<file path="src/rtl/mem_access_stage.sv">
// Memory-access pipeline stage: clears its word memory after reset, then serves
// loads, stores and pass-through beats with a one-cycle registered write-back.
module mem_access_stage #(
    parameter int DATA_W = 16,
    parameter int ADDR_W = 5,
    parameter int REG_W  = 3,
    parameter int CNT_W  = 16
) (
    input  logic              clk,
    input  logic              rst_n,
    input  logic              in_valid,
    output logic              in_ready,
    input  logic [ADDR_W-1:0] in_addr,
    input  logic [DATA_W-1:0] in_value,
    input  logic [REG_W-1:0]  in_reg,
    input  logic              in_is_load,
    input  logic              in_is_mem_write,
    input  logic              in_is_write,
    output logic              wb_valid,
    input  logic              wb_ready,
    output logic [DATA_W-1:0] wb_data,
    output logic [REG_W-1:0]  wb_reg,
    output logic              wb_we,
    output logic [CNT_W-1:0]  stat_loads,
    output logic [CNT_W-1:0]  stat_stores,
    output logic              init_done
);

    localparam int DEPTH = 2 ** ADDR_W;

    typedef enum logic {
        INIT = 1'b0,
        RUN  = 1'b1
    } state_t;

    state_t             state, next_state;
    logic [ADDR_W-1:0]  init_ptr;
    logic [DATA_W-1:0]  mem [DEPTH];

    logic               accept;
    logic               mem_we;
    logic [ADDR_W-1:0]  mem_waddr;
    logic [DATA_W-1:0]  mem_wdata;

    // NOTE: every signal assigned in always_comb gets a default first so no latch is inferred.
    always_comb begin
        next_state = state;
        in_ready   = 1'b0;
        init_done  = 1'b0;
        accept     = 1'b0;
        mem_we     = 1'b0;
        mem_waddr  = in_addr;
        mem_wdata  = in_value;
        case (state)
            INIT: begin
                mem_we    = rst_n;
                mem_waddr = init_ptr;
                mem_wdata = '0;
                if (init_ptr == {ADDR_W{1'b1}})
                    next_state = RUN;
            end
            RUN: begin
                init_done = 1'b1;
                in_ready  = !wb_valid || wb_ready;
                accept    = in_valid && in_ready;
                mem_we    = rst_n && accept && in_is_mem_write;
            end
            default: next_state = INIT;
        endcase
    end

    // NOTE: sequential state uses non-blocking assignments so every register samples pre-edge values.
    always_ff @(posedge clk) begin
        if (!rst_n) begin
            state    <= INIT;
            init_ptr <= '0;
        end else begin
            state <= next_state;
            if (state == INIT)
                init_ptr <= init_ptr + 1'b1;
        end
    end

    // NOTE: the memory array has no reset; the INIT sweep clears it instead.
    always_ff @(posedge clk) begin
        if (mem_we)
            mem[mem_waddr] <= mem_wdata;
    end

    // Loads read mem here with the pre-edge value, so a same-edge store is not visible.
    always_ff @(posedge clk) begin
        if (!rst_n) begin
            wb_valid    <= 1'b0;
            wb_data     <= '0;
            wb_reg      <= '0;
            wb_we       <= 1'b0;
            stat_loads  <= '0;
            stat_stores <= '0;
        end else if (accept && in_is_mem_write) begin
            stat_stores <= stat_stores + 1'b1;
            if (wb_ready)
                wb_valid <= 1'b0;
        end else if (accept) begin
            wb_valid <= 1'b1;
            wb_data  <= in_is_load ? mem[in_addr] : in_value;
            wb_reg   <= in_reg;
            wb_we    <= in_is_write;
            if (in_is_load)
                stat_loads <= stat_loads + 1'b1;
        end else if (wb_ready) begin
            wb_valid <= 1'b0;
        end
    end

endmodule
</file>
<file path="config.mk">
export PLATFORM = sky130hd
export DESIGN_NAME = mem_access_stage
export DESIGN_NICKNAME = d
export VERILOG_FILES = /design/src/rtl/mem_access_stage.sv
export SDC_FILE = /design/constraint.sdc
export NUM_CORES = 1
export LEC_CHECK = 0
export BUFFER_PORTS_ARGS = -buffer_cell sky130_fd_sc_hd__buf_2
export CORE_MARGIN = 3
export CORE_UTILIZATION = 50
export DETAILED_ROUTE_END_ITERATION = 12
export PLACE_DENSITY_LB_ADDON = 0.25
export SYNTH_ARGS = -nofsm -noshare
export SYNTH_HDL_FRONTEND = slang
export SYNTH_SLANG_ARGS = --single-unit
</file>
<file path="constraint.sdc">
create_clock -name clk -period 6.8 [get_ports clk]
set_input_delay 0.68 -clock clk [delete_from_list [all_inputs] [get_ports clk]]
set_output_delay 0.68 -clock clk [all_outputs]
set_load 0.02 [all_outputs]
</file>
; ---- Word level (Yosys, flattened, before mapping)
; Memory sizes are Yosys's and may differ from the RTL's.
; Cells that the tools add are included.
[op_classes]
n_mux = 14
bitwise_logic = 2
n_eq_ne = 1
n_addsub = 3
n_reduce_logical = 8
[op_table]
columns = cell, n
row1 = "adder 16 x 1 -> 16 bit, second input constant", 2
row2 = 2-to-1 mux 16 bit, 2
row3 = 2-to-1 mux 1 bit, 10
row4 = "adder 5 x 1 -> 5 bit, second input constant", 1
row5 = "== test 5 bit, second input constant", 1
row6 = 2-to-1 mux 5 bit, 1
row7 = logical AND 1 bit, 4
row8 = AND reduction 3 bit, 1
row9 = NOT 1 bit, 2
row10 = one-hot mux 1 bit (2 select lines), 1
row11 = AND reduction 2 bit, 1
row12 = zero test 1 bit, 1
row13 = logical OR 1 bit, 1
[word_totals]
mem_bits_rw = 512
elab_cells = 37
register_bits = 59
input_bits = 31
memories = 1
output_inout_bits = 55
[mem_list]
columns = memory, words, word_bits, rd, rd_clocked_by_memory_dff, wr, line_no
row1 = mem, 32, 16, 1, 0, 1, 38  ; logic [DATA_W-1:0] mem [DEPTH];

; ---- Longest topological paths before layout
; Gate-level depths: netlist of run 1.
[logic_depth]
word_depth = 8
mapped_depth = 9
ltp_nobuf = 5

; ---- Worst setup path after synthesis of run 1
; OpenSTA, ideal clock, no wires.
[synth_path]
kind = input-to-reg
startpoint = input in_addr[1]
endpoint = memory mem[11][0] (enable)
t_required_ps = 6412
setup_time_ps = 388
path_slack_ps = 3886
path_buffers = 4
cell_stages = 8
arrival_ps = 2525
path_cell_list = buf_6 > buf_6 > buf_4 > buf_2 > mux2i_1 > nor2_1 > nand2_1 > nor2_1
[synth_between]
elab_chain_len = 1
[synth_rtl]
columns = item, line_no
row1 = "start, declared", 13  ; input logic [ADDR_W-1:0] in_addr,
row2 = 2-to-1 mux 5 bit, 54  ; case (state)
row3 = "end, declared", 38
; Every way passes these cells.

; ---- Worst setup path in the final report of run 1
[layout_path]
startpoint = input in_addr[1]
endpoint = register wb_data[7]
[layout_between]
elab_chain_len = 2
[layout_rtl]
columns = item, line_no
row1 = memory read (32 x 16 bit), --
row2 = 2-to-1 mux 16 bit, 105  ; wb_data <= in_is_load ? mem[in_addr] : in_value;
row3 = "end signal, assigned", 105
row4 = "end, declared", 21  ; output logic [DATA_W-1:0] wb_data,
; Every way passes these cells.
; A chain may end at the register's enable or synchronous reset.

==> key figures, run 1 <==
Routing
  – Post-route ant nets: 0
  – Via count: 12844
  – Avg WL per Cell: 25.9 um
  – Total iterations of the first detailed-routing run: 6
  – DR iter-0 viols: 1462
  – Final wirelength: 55400 um
  – Vias per cell: approximately 6
  – DRC: 0

STA
  – Tcrit/Tclk final: 46.9%
  – Pins Over Slew Limit: 0
  – Slew margin rel.: 10.0%
  – Final min period: 3.19 ns
  – Maximum clock rate: 0.314 GHz
  – RSZ-0062 raised after global routing: false
  – Final Hold Vio Count: 0
  – Setup TNS: 0 ns
  – Final Setup Violations: 0
  – Worst Max-Slew Pin Slew: roughly 1.3 ns
  – Clock skew: 0.0216 ns
  – Final hold slack: around 0.31 ns

Critical path
  – Setup crit start kind: input pin
  – Crit-path leading delay family: buffers and inverters
  – Worst Setup End Kind: flip-flop
  – Crit path cell chain: buf_8 > buf_4 > mux2i_1 > a22oi_1 > a21oi_1 > or4_1 > o22ai_1
  – Highest-delay cell along the critical path: buf_4
  – Delay of the slowest critical-path stage: 0.83 ns
  – Crit Path Category: in2reg
  – FF-to-FF setup slack: around 3.8 ns
  – Data arrival, critical path: 3.71 ns
  – Crit Path Max Fanout: between 90 and 100
  – Buf+Inv Stages, Crit Path: 2
  – Worst Path Required: between 7 and 8 ns

Clock tree
  – CTS Sinks: approximately 570
  – Clk buf depth: 3
  – Post-CTS Setup Bufs: 0
  – Post-CTS Resized: 0
  – Worst-path clk slew: 0.06 ns
  – CTS tree: done
  – Clock root buffer: clkbuf_16
  – Cts bufs inserted: 56
  – H-tree lvl count: 2
  – Hold buffers post-CTS: 0
  – Clk_lat worst skew: 0.61 ns

GRT
  – Initial antenna violation count: 4
  – Met1 GRT Util: around a third
  – Vias in the first global route: 12343
  – First-pass GRT wire length: 80800 um
  – M2 GR Usage: 35.3%
  – Busiest layer in global routing: met2
  – Grt ovf: 0
  – Largest net degree at the start of global routing: 94
  – Global routing met3 resource utilization: 5.48%
  – GRT Total Usage: 23.1%

Layout
  – Layout cells sized above 1: 16.7%
  – Register Area: 16600 um2
  – Most frequent cells in the layout: 512 x edfxtp_1, 199 x mux2i_1, 96 x a22oi_1
  – Area Overhead vs Synth: 13.4%
  – Fillers: about 3400
  – Final #Nets: between 1500 and 2000
  – Area of the multi-input gates: between 5000 and 6000 um2
  – Largest Register: mem
  – Final core occ: 57.7%
  – Post-Layout Cell Count: 2139
  – Commonest non-fill, non-tap cell in the layout: edfxtp_1
  – Max FFs per register: a little over 500

Synthesis
  – Seq/Total Area, Yosys: 73.0%
  – Post-synth top area cell: edfxtp_1
  – Synthesized flop and latch total: 571
  – Post-Syn Area per Cell: 16.4 um2
  – Synth warnings: 0
  – Cells after Synth: 1383
  – Number of flops mapped to enable cells by yosys: 512
  – Async SR Flop Fraction: 0%
  – Ranking of synthesized cells by area: edfxtp_1 68%, mux2i_1 8.8%, dfxtp_1 5.2%, a22oi_1 3.2%, mux4_2 3.2%
  – Syn_nets: 1418
  – Cell variety after synth: 44
  – Area of the mapped netlist: 22700 um2
  – Area share of the largest cell type after synthesis: 67.8%
  – Post-synth top flop: edfxtp_1

Floorplan
  – Die ar.: ~48000 um2
  – Initial Util: 50.9%
  – FP Rows: 77
  – Core region area: 44500 um2
  – Die X: 219 um
  – Die height: around 220 um
  – IO Pins: 86

Placed design
  – HPWL after detailed placement: 33300 um
  – Number of port buffers: 85
  – GPL Wtd Cong: 0.853
  – Post-placement cell count: 2034

Job
  – Max-cap violations: 0

Outcome
  – Outcome: finished, final reports clean

Power
  – Post-route total power: a little over 0.007 W
  – Leakage: 8.77 nW
  – Pwr Density: about 280 nW/um2
  – VDD IR-drop max: 283 uV

Hold path
  – Hold WC Path Type: in2reg
[worst register-to-register path: stages, from the launching register on]
cell,delay [ns]
dfxtp_1,0.33
buf_4,0.38
nand4_1,0.39
o2bb2ai_1,0.32
nand2_1,0.31
nor2_1,0.60
buf_4,0.35
[cell type report]
cell class	instances	share of cell area, %
multi-input combinational	723	22.0
antenna	2	0.0195
clock inverter	31	1.42
timing repair buffer	140	3.35
clock buffer	72	5.77
inverter	8	0.117
sequential	571	64.4
tap	592	2.88
[layer usage]
metal | vias up | part of all wire (%)
met2 | 663 | 45
li1 | 5671 | -
met1 | 6392 | 41
met3 | 118 | 9.5
met4 | 0 | 3.8
met5 | - | 0
[cell families after synthesis]
kind of cell	Yosys count	share of synthesized area, %
and+or+nand+nor	254	5.73
buffers and inverters	89	2.10
muxes	232	12.0
adders and majority gates	4	0.221
xor gates and xnor gates	20	0.773
AOI/OAI and AO/OA	213	6.12
DFF	571	73.0
[synthesized netlist by cell type, types with 2 or more instances]
cell	n
mux2i_1	199
nor3b_1	16
dfxtp_1	59
and2_1	27
xnor2_1	6
or4_1	7
and3_1	5
a22oi_1	96
and4_1	4
nand3_1	20
inv_1	7
buf_4	13
nor2_1	61
or3_1	9
buf_1	9
o21ai_0	9
a211oi_1	5
nor2b_1	4
nand2_1	63
ha_1	4
o22ai_1	6
edfxtp_1	512
clkbuf_1	37
nand4_1	15
a21oi_1	80
nor4_1	13
o31ai_1	2
o2bb2ai_1	12
xor2_1	14
buf_6	9
buf_2	12
mux4_2	32
nand2b_1	5
[per-stage QoR]
stage,area (um2),setup slack [ns]
after floorplan,22700,3.89
after global placement,23800,3.04
after detailed placement,23800,3.01
after CTS,25700,3.62
after global routing,25700,3.47
final,25700,3.61
[path summary, 6_finish.rpt]
| kind | startpoint | depth (start not counted) | to |
|---|---|---|---|
| setup reg to reg | state | 6 | mem[11][15] |
| hold reg to reg | wb_reg[0] | 2 | wb_reg[0] |
| setup / recovery | in_addr[1] | 7 | wb_data[7] |
| hold / removal | in_reg[2] | 3 | wb_reg[2] |
[power breakdown]
group          internal, W  switching [W]  total (W)
clock network      0.00184        0.00129    0.00313
logic            0.0000927       0.000167   0.000260
registers          0.00379     0.00000681    0.00380
Note: power is estimated with default switching activity, not from simulation.
==> run 2, diff against run 1 <==
clock period = 2.59 ns   (was 6.8 ns; I/O delays follow)
==> run 2 against run 1 <==
Net effect: critical path depth fell by 2; worst setup slack got worse by 3.5 ns; clock skew fell by 0.0040 ns; via count rose by 1.0%; highest routed layer unchanged.
==> key figures, run 2 (synthesis gave the netlist of run 1 again) <==
Layout
  – Layout cells sized above 1: 20.2%
  – Area Overhead vs Synth: 17.1%
  – Register Area: 16600 um2
  – ANT cells: 0
  – Area of the multi-input gates: 5660 um2
  – Most frequent cells in the layout: 512 x edfxtp_1, 199 x mux2i_1, 101 x buf_4
  – Fillers: around 3300
  – Final #Nets: roughly 1600
  – Max FFs per register: 512
  – Design area: ~27000 um2
  – Commonest non-fill, non-tap cell in the layout: edfxtp_1
  – Largest Register: mem

Routing
  – Post-route ant nets: 0
  – Via count: 12976
  – DR iter-0 viols: 1141
  – Avg WL per Cell: approximately 25 um
  – DRC: 0
  – Total iterations of the first detailed-routing run: 5
  – Vias per cell: between 5 and 6
  – Final wirelength: 55400 um

STA
  – Final Setup Violations: 0
  – RSZ-0062 raised after global routing: false
  – Final min period: approximately 2.5 ns
  – Tcrit/Tclk final: 95.0%
  – Clock skew: about 0.018 ns
  – Final Hold Vio Count: 0
  – Setup TNS: 0 ns
  – Worst Max-Slew Pin Slew: roughly 0.85 ns
  – Maximum clock rate: roughly 0.41 GHz
  – Pins Over Slew Limit: 0
  – Slew margin rel.: roughly 43%

Critical path
  – Crit-path leading delay family: simple AND/OR/NAND/NOR gates
  – Setup crit start kind: flip-flop
  – Delay of the slowest critical-path stage: 0.52 ns
  – Buf+Inv Stages, Crit Path: 1
  – Worst Path Required: 2.87 ns
  – Crit Path Max Fanout: 13
  – Highest-delay cell along the critical path: dfxtp_1
  – FF-to-FF setup slack: 0.13 ns
  – Data arrival, critical path: between 2 and 3 ns
  – Crit path cell chain: nand4_1 > o22ai_1 > nand2_1 > nor2_1 > buf_4
  – Worst Setup End Kind: flip-flop
  – Crit Path Category: reg2reg

Floorplan
  – Die X: 219 um
  – Die height: 219 um
  – Die ar.: about 48000 um2
  – Core region area: ~45000 um2
  – IO Pins: 86
  – FP Rows: 77
  – Initial Util: 50.9%

GRT
  – Vias in the first global route: 12991
  – First-pass GRT wire length: 82800 um
  – Grt ovf: 0
  – Largest net degree at the start of global routing: between 40 and 50
  – Initial antenna violation count: 0
  – GRT Total Usage: 23.4%

Power
  – Post-route total power: 0.0189 W
  – Leakage: 9.22 nW
  – Pwr Density: 711 nW/um2
  – VDD IR-drop max: 632 uV

Hold path
  – Hold WC Path Type: in2reg

Placed design
  – Placement Cell Area: 24600 um2
  – Number of port buffers: 85
  – HPWL after detailed placement: 35900 um
  – GPL Wtd Cong: 0.880

Clock tree
  – Clk_lat worst skew: 0.61 ns
  – Hold buffers post-CTS: 5
  – CTS Sinks: between 500 and 600
  – Post-CTS Resized: 0
  – CTS tree: done
  – Cts bufs inserted: 57
  – Clock root buffer: clkbuf_16
  – Worst-path clk slew: 0.06 ns
  – H-tree lvl count: 2
  – Clk buf depth: 3
  – Post-CTS Setup Bufs: 0

Job
  – Max-cap violations: 0

Outcome
  – Outcome: finished, final reports clean
## run 2: worst reg2reg max path, cell delays in order (launching register included)
cell	delay (ns)
dfxtp_1	0.52
nand4_1	0.39
o22ai_1	0.31
nand2_1	0.39
nor2_1	0.26
buf_4	0.27
## run 2: per-layer routing
layer	global-route usage [%]	vias up	routed length [um]
li1	-	5839	-
met1	32.6	6561	23100
met2	38.5	491	26900
met3	3.96	85	3980
met4	6.63	0	1370
met5	0	-	0
## run 2: metrics by stage
step	worst slack [ns]	cells	util, %	hold WS (ns)
6_report	0.129	2211	59.6	0.0805
4_1_cts	0.183	2211	59.6	0.0501
2_1_floorplan	0.0971	1383	-	0.395
5_1_grt	0.0184	2211	59.6	0.0701
3_5_place_dp	0.0846	2103	55.4	0.450
3_3_place_gp	0.117	2103	55.4	0.438
## run 2: final timing paths
path	start	to	cells past startpoint
setup reg to reg	state	mem[26][3]	5
setup / recovery	state	mem[26][3]	5
hold reg to reg	wb_we	wb_we	2
hold / removal	rst_n	stat_stores[13]	3
## run 2: cell type report
type | count | share of cell area [%]
timing repair buffer | 214 | 6.42
clock inverter | 33 | 1.25
sequential | 571 | 62.4
tap | 592 | 2.79
clock buffer | 70 | 5.72
inverter | 8 | 0.113
multi-input combinational | 723 | 21.3
## run 2: power by group
group | internal (W) | leakage (nW) | switching [W]
registers | 0.00995 | 4.96 | 0.0000173
clock network | 0.00483 | 0.905 | 0.00331
logic | 0.000300 | 3.36 | 0.000454
==> run 3, diff against run 2 <==
CORE_ASPECT_RATIO = 0.9   (was default)
==> run 3 against run 2 <==
Net effect: sequential share of layout area rose by 0.61 points; worst hold slack got worse by 0.055 ns; sequential power barely moved; global-route usage fell by 0.33 points; die area barely moved; critical path depth did not move.
==> key figures, run 3 (synthesis gave the netlist of run 1 again) <==
Hold path
  – Hold endpoint: wb_valid
  – Hold Crit Start: wb_ready
  – Hold WC Path Type: in2reg
  – Worst hold path depth: 3

Critical path
  – Worst Path Required: 2.88 ns
  – Highest-delay cell along the critical path: dfxtp_1
  – Crit path cell chain: nand4_1 > o2bb2ai_1 > nand2_1 > nor2_1 > buf_12
  – Crit Path Max Fanout: 16
  – Crit Path Category: reg2reg
  – Worst Setup End Kind: flip-flop
  – Delay of the slowest critical-path stage: 0.54 ns
  – R2R cell count: 5
  – Data arrival, critical path: between 2 and 3 ns
  – Worst r2r dst: mem[19][13]
  – Crit Reg-Reg Startpoint: state
  – FF-to-FF setup slack: 0.18 ns
  – Setup crit start kind: flip-flop

STA
  – Slew margin rel.: approximately 52%
  – Pins Over Slew Limit: 0
  – Worst Max-Slew Pin Slew: 0.718 ns
  – Final Hold Vio Count: 0
  – Clock skew: 0.0260 ns
  – Final min period: 2.41 ns
  – RSZ-0062 raised after global routing: false
  – Tcrit/Tclk final: 93.1%
  – Maximum clock rate: 0.415 GHz
  – Final Setup Violations: 0
  – Setup TNS: 0 ns
  – Final hold slack: about 0.026 ns

Clock tree
  – Clk_lat worst skew: 0.59 ns
  – Hold buffers post-CTS: 4
  – Clk buf depth: 3
  – Worst-path clk slew: 0.06 ns
  – CTS Sinks: 571
  – Cts bufs inserted: 55
  – CTS tree: done
  – H-tree lvl count: 2
  – Post-CTS Setup Bufs: 0
  – Clock root buffer: clkbuf_16
  – Post-CTS Resized: 0

Power
  – Leakage: 9.10 nW
  – P_int: roughly 0.015 W
  – Seq pwr share: between 50 and 60%
  – Combinational share of power: about 4.1%
  – Sw frac: 20.6%
  – Pwr Density: 700 nW/um2
  – VDD IR-drop max: 622 uV
  – Clock network fraction of total power: 41.8%
  – Switching power: 0.00379 W

Routing
  – Vias per cell: 5.85
  – Via count: 12931
  – Avg WL per Cell: 25.3 um
  – Final wirelength: 55900 um
  – Total iterations of the first detailed-routing run: 7
  – Post-route ant nets: 0
  – DR iter-0 viols: roughly 1400
  – DRC: 0

Layout
  – Commonest non-fill, non-tap cell in the layout: edfxtp_1
  – Max FFs per register: ~500
  – Register Area: 16600 um2
  – Layout cells sized above 1: approximately a fifth
  – Post-Layout Cell Count: about 2200
  – Area Overhead vs Synth: 16.0%
  – Most frequent cells in the layout: 512 x edfxtp_1, 199 x mux2i_1, 98 x buf_4
  – Fillers: 3369
  – Final core occ: 59.1%
  – Largest Register: mem
  – Final #Nets: 1598
  – Area of the multi-input gates: ~5700 um2
  – Design area: 26300 um2

Placed design
  – Placement Cell Area: about 25000 um2
  – HPWL after detailed placement: 35300 um
  – Post-placement cell count: 2102
  – GPL Wtd Cong: 0.923
  – Number of port buffers: 85

Floorplan
  – FP Rows: 73
  – Die X: between 200 and 250 um
  – Die height: 208 um
  – IO Pins: 86
  – Core region area: 44500 um2
  – Die ar.: 47900 um2
  – Initial Util: roughly half

GRT
  – Vias in the first global route: 12764
  – First-pass GRT wire length: 82500 um
  – Grt ovf: 0
  – GRT Total Usage: 23.1%
  – Largest net degree at the start of global routing: 40
  – Initial antenna violation count: 4

Job
  – Max-cap violations: 0

Outcome
  – Outcome: finished, final reports clean
## run 3: how the worst max path moves through the flow
stage / startpoint / end / slack (ns)
final: state / mem[19][13] / 0.18
after global routing: state / mem[19][9] / 0.1
after CTS: state / mem[19][3] / 0.21
after detailed placement: in_addr[2] / wb_data[13] / 0.17
after global placement: in_addr[2] / wb_data[13] / 0.20
after floorplan: in_addr[1] / mem[11][0] / 0.1
## run 3: worst max-delay path, delay by kind of cell (launching register included)
kind / cells / cell delay, ns
AO/OA/AOI/OAI: 1 / 0.29
flip-flops: 1 / 0.54
buffers and inverters: 1 / 0.21
AND/OR/NAND/NOR: 3 / 1.07
## run 3: layout make-up
class                   instances  share of cell area (%)
clock inverters                27                   0.828
inverters                       8                   0.114
repair buffers                204                    5.90
clock buffers                  76                    5.77
diodes                          1                 0.00952
well taps                     600                    2.86
flip-flops and latches        571                    63.0
multi-input cells             723                    21.5
## run 3: through the flow
| step | power (W) | worst slack, ns |
|---|---|---|
| 6_report | 0.0184 | 0.178 |
| 3_5_place_dp | 0.0109 | 0.167 |
| 5_1_grt | 0.0189 | 0.0983 |
| 4_1_cts | 0.0185 | 0.207 |
| 3_3_place_gp | 0.0109 | 0.201 |
| 2_1_floorplan | 0.0106 | 0.0971 |
## run 3: per-layer routing
metal	vias to the layer above	share of wire [%]	track usage, %
li1	5791	-	-
met2	566	45	34.6
met1	6460	42	33.1
met4	0	3.3	7.57
met3	114	9.5	6.02
met5	-	0	0
## run 3: power by group through the flow
stage	combinational, W	sequential (W)	clock [W]
2_1_floorplan	0.000476	0.0102	0
3_3_place_gp	0.000728	0.0102	0
3_5_place_dp	0.000733	0.0102	0
4_1_cts	0.000741	0.00996	0.00780
5_1_grt	0.000787	0.00996	0.00819
6_report	0.000746	0.00996	0.00770
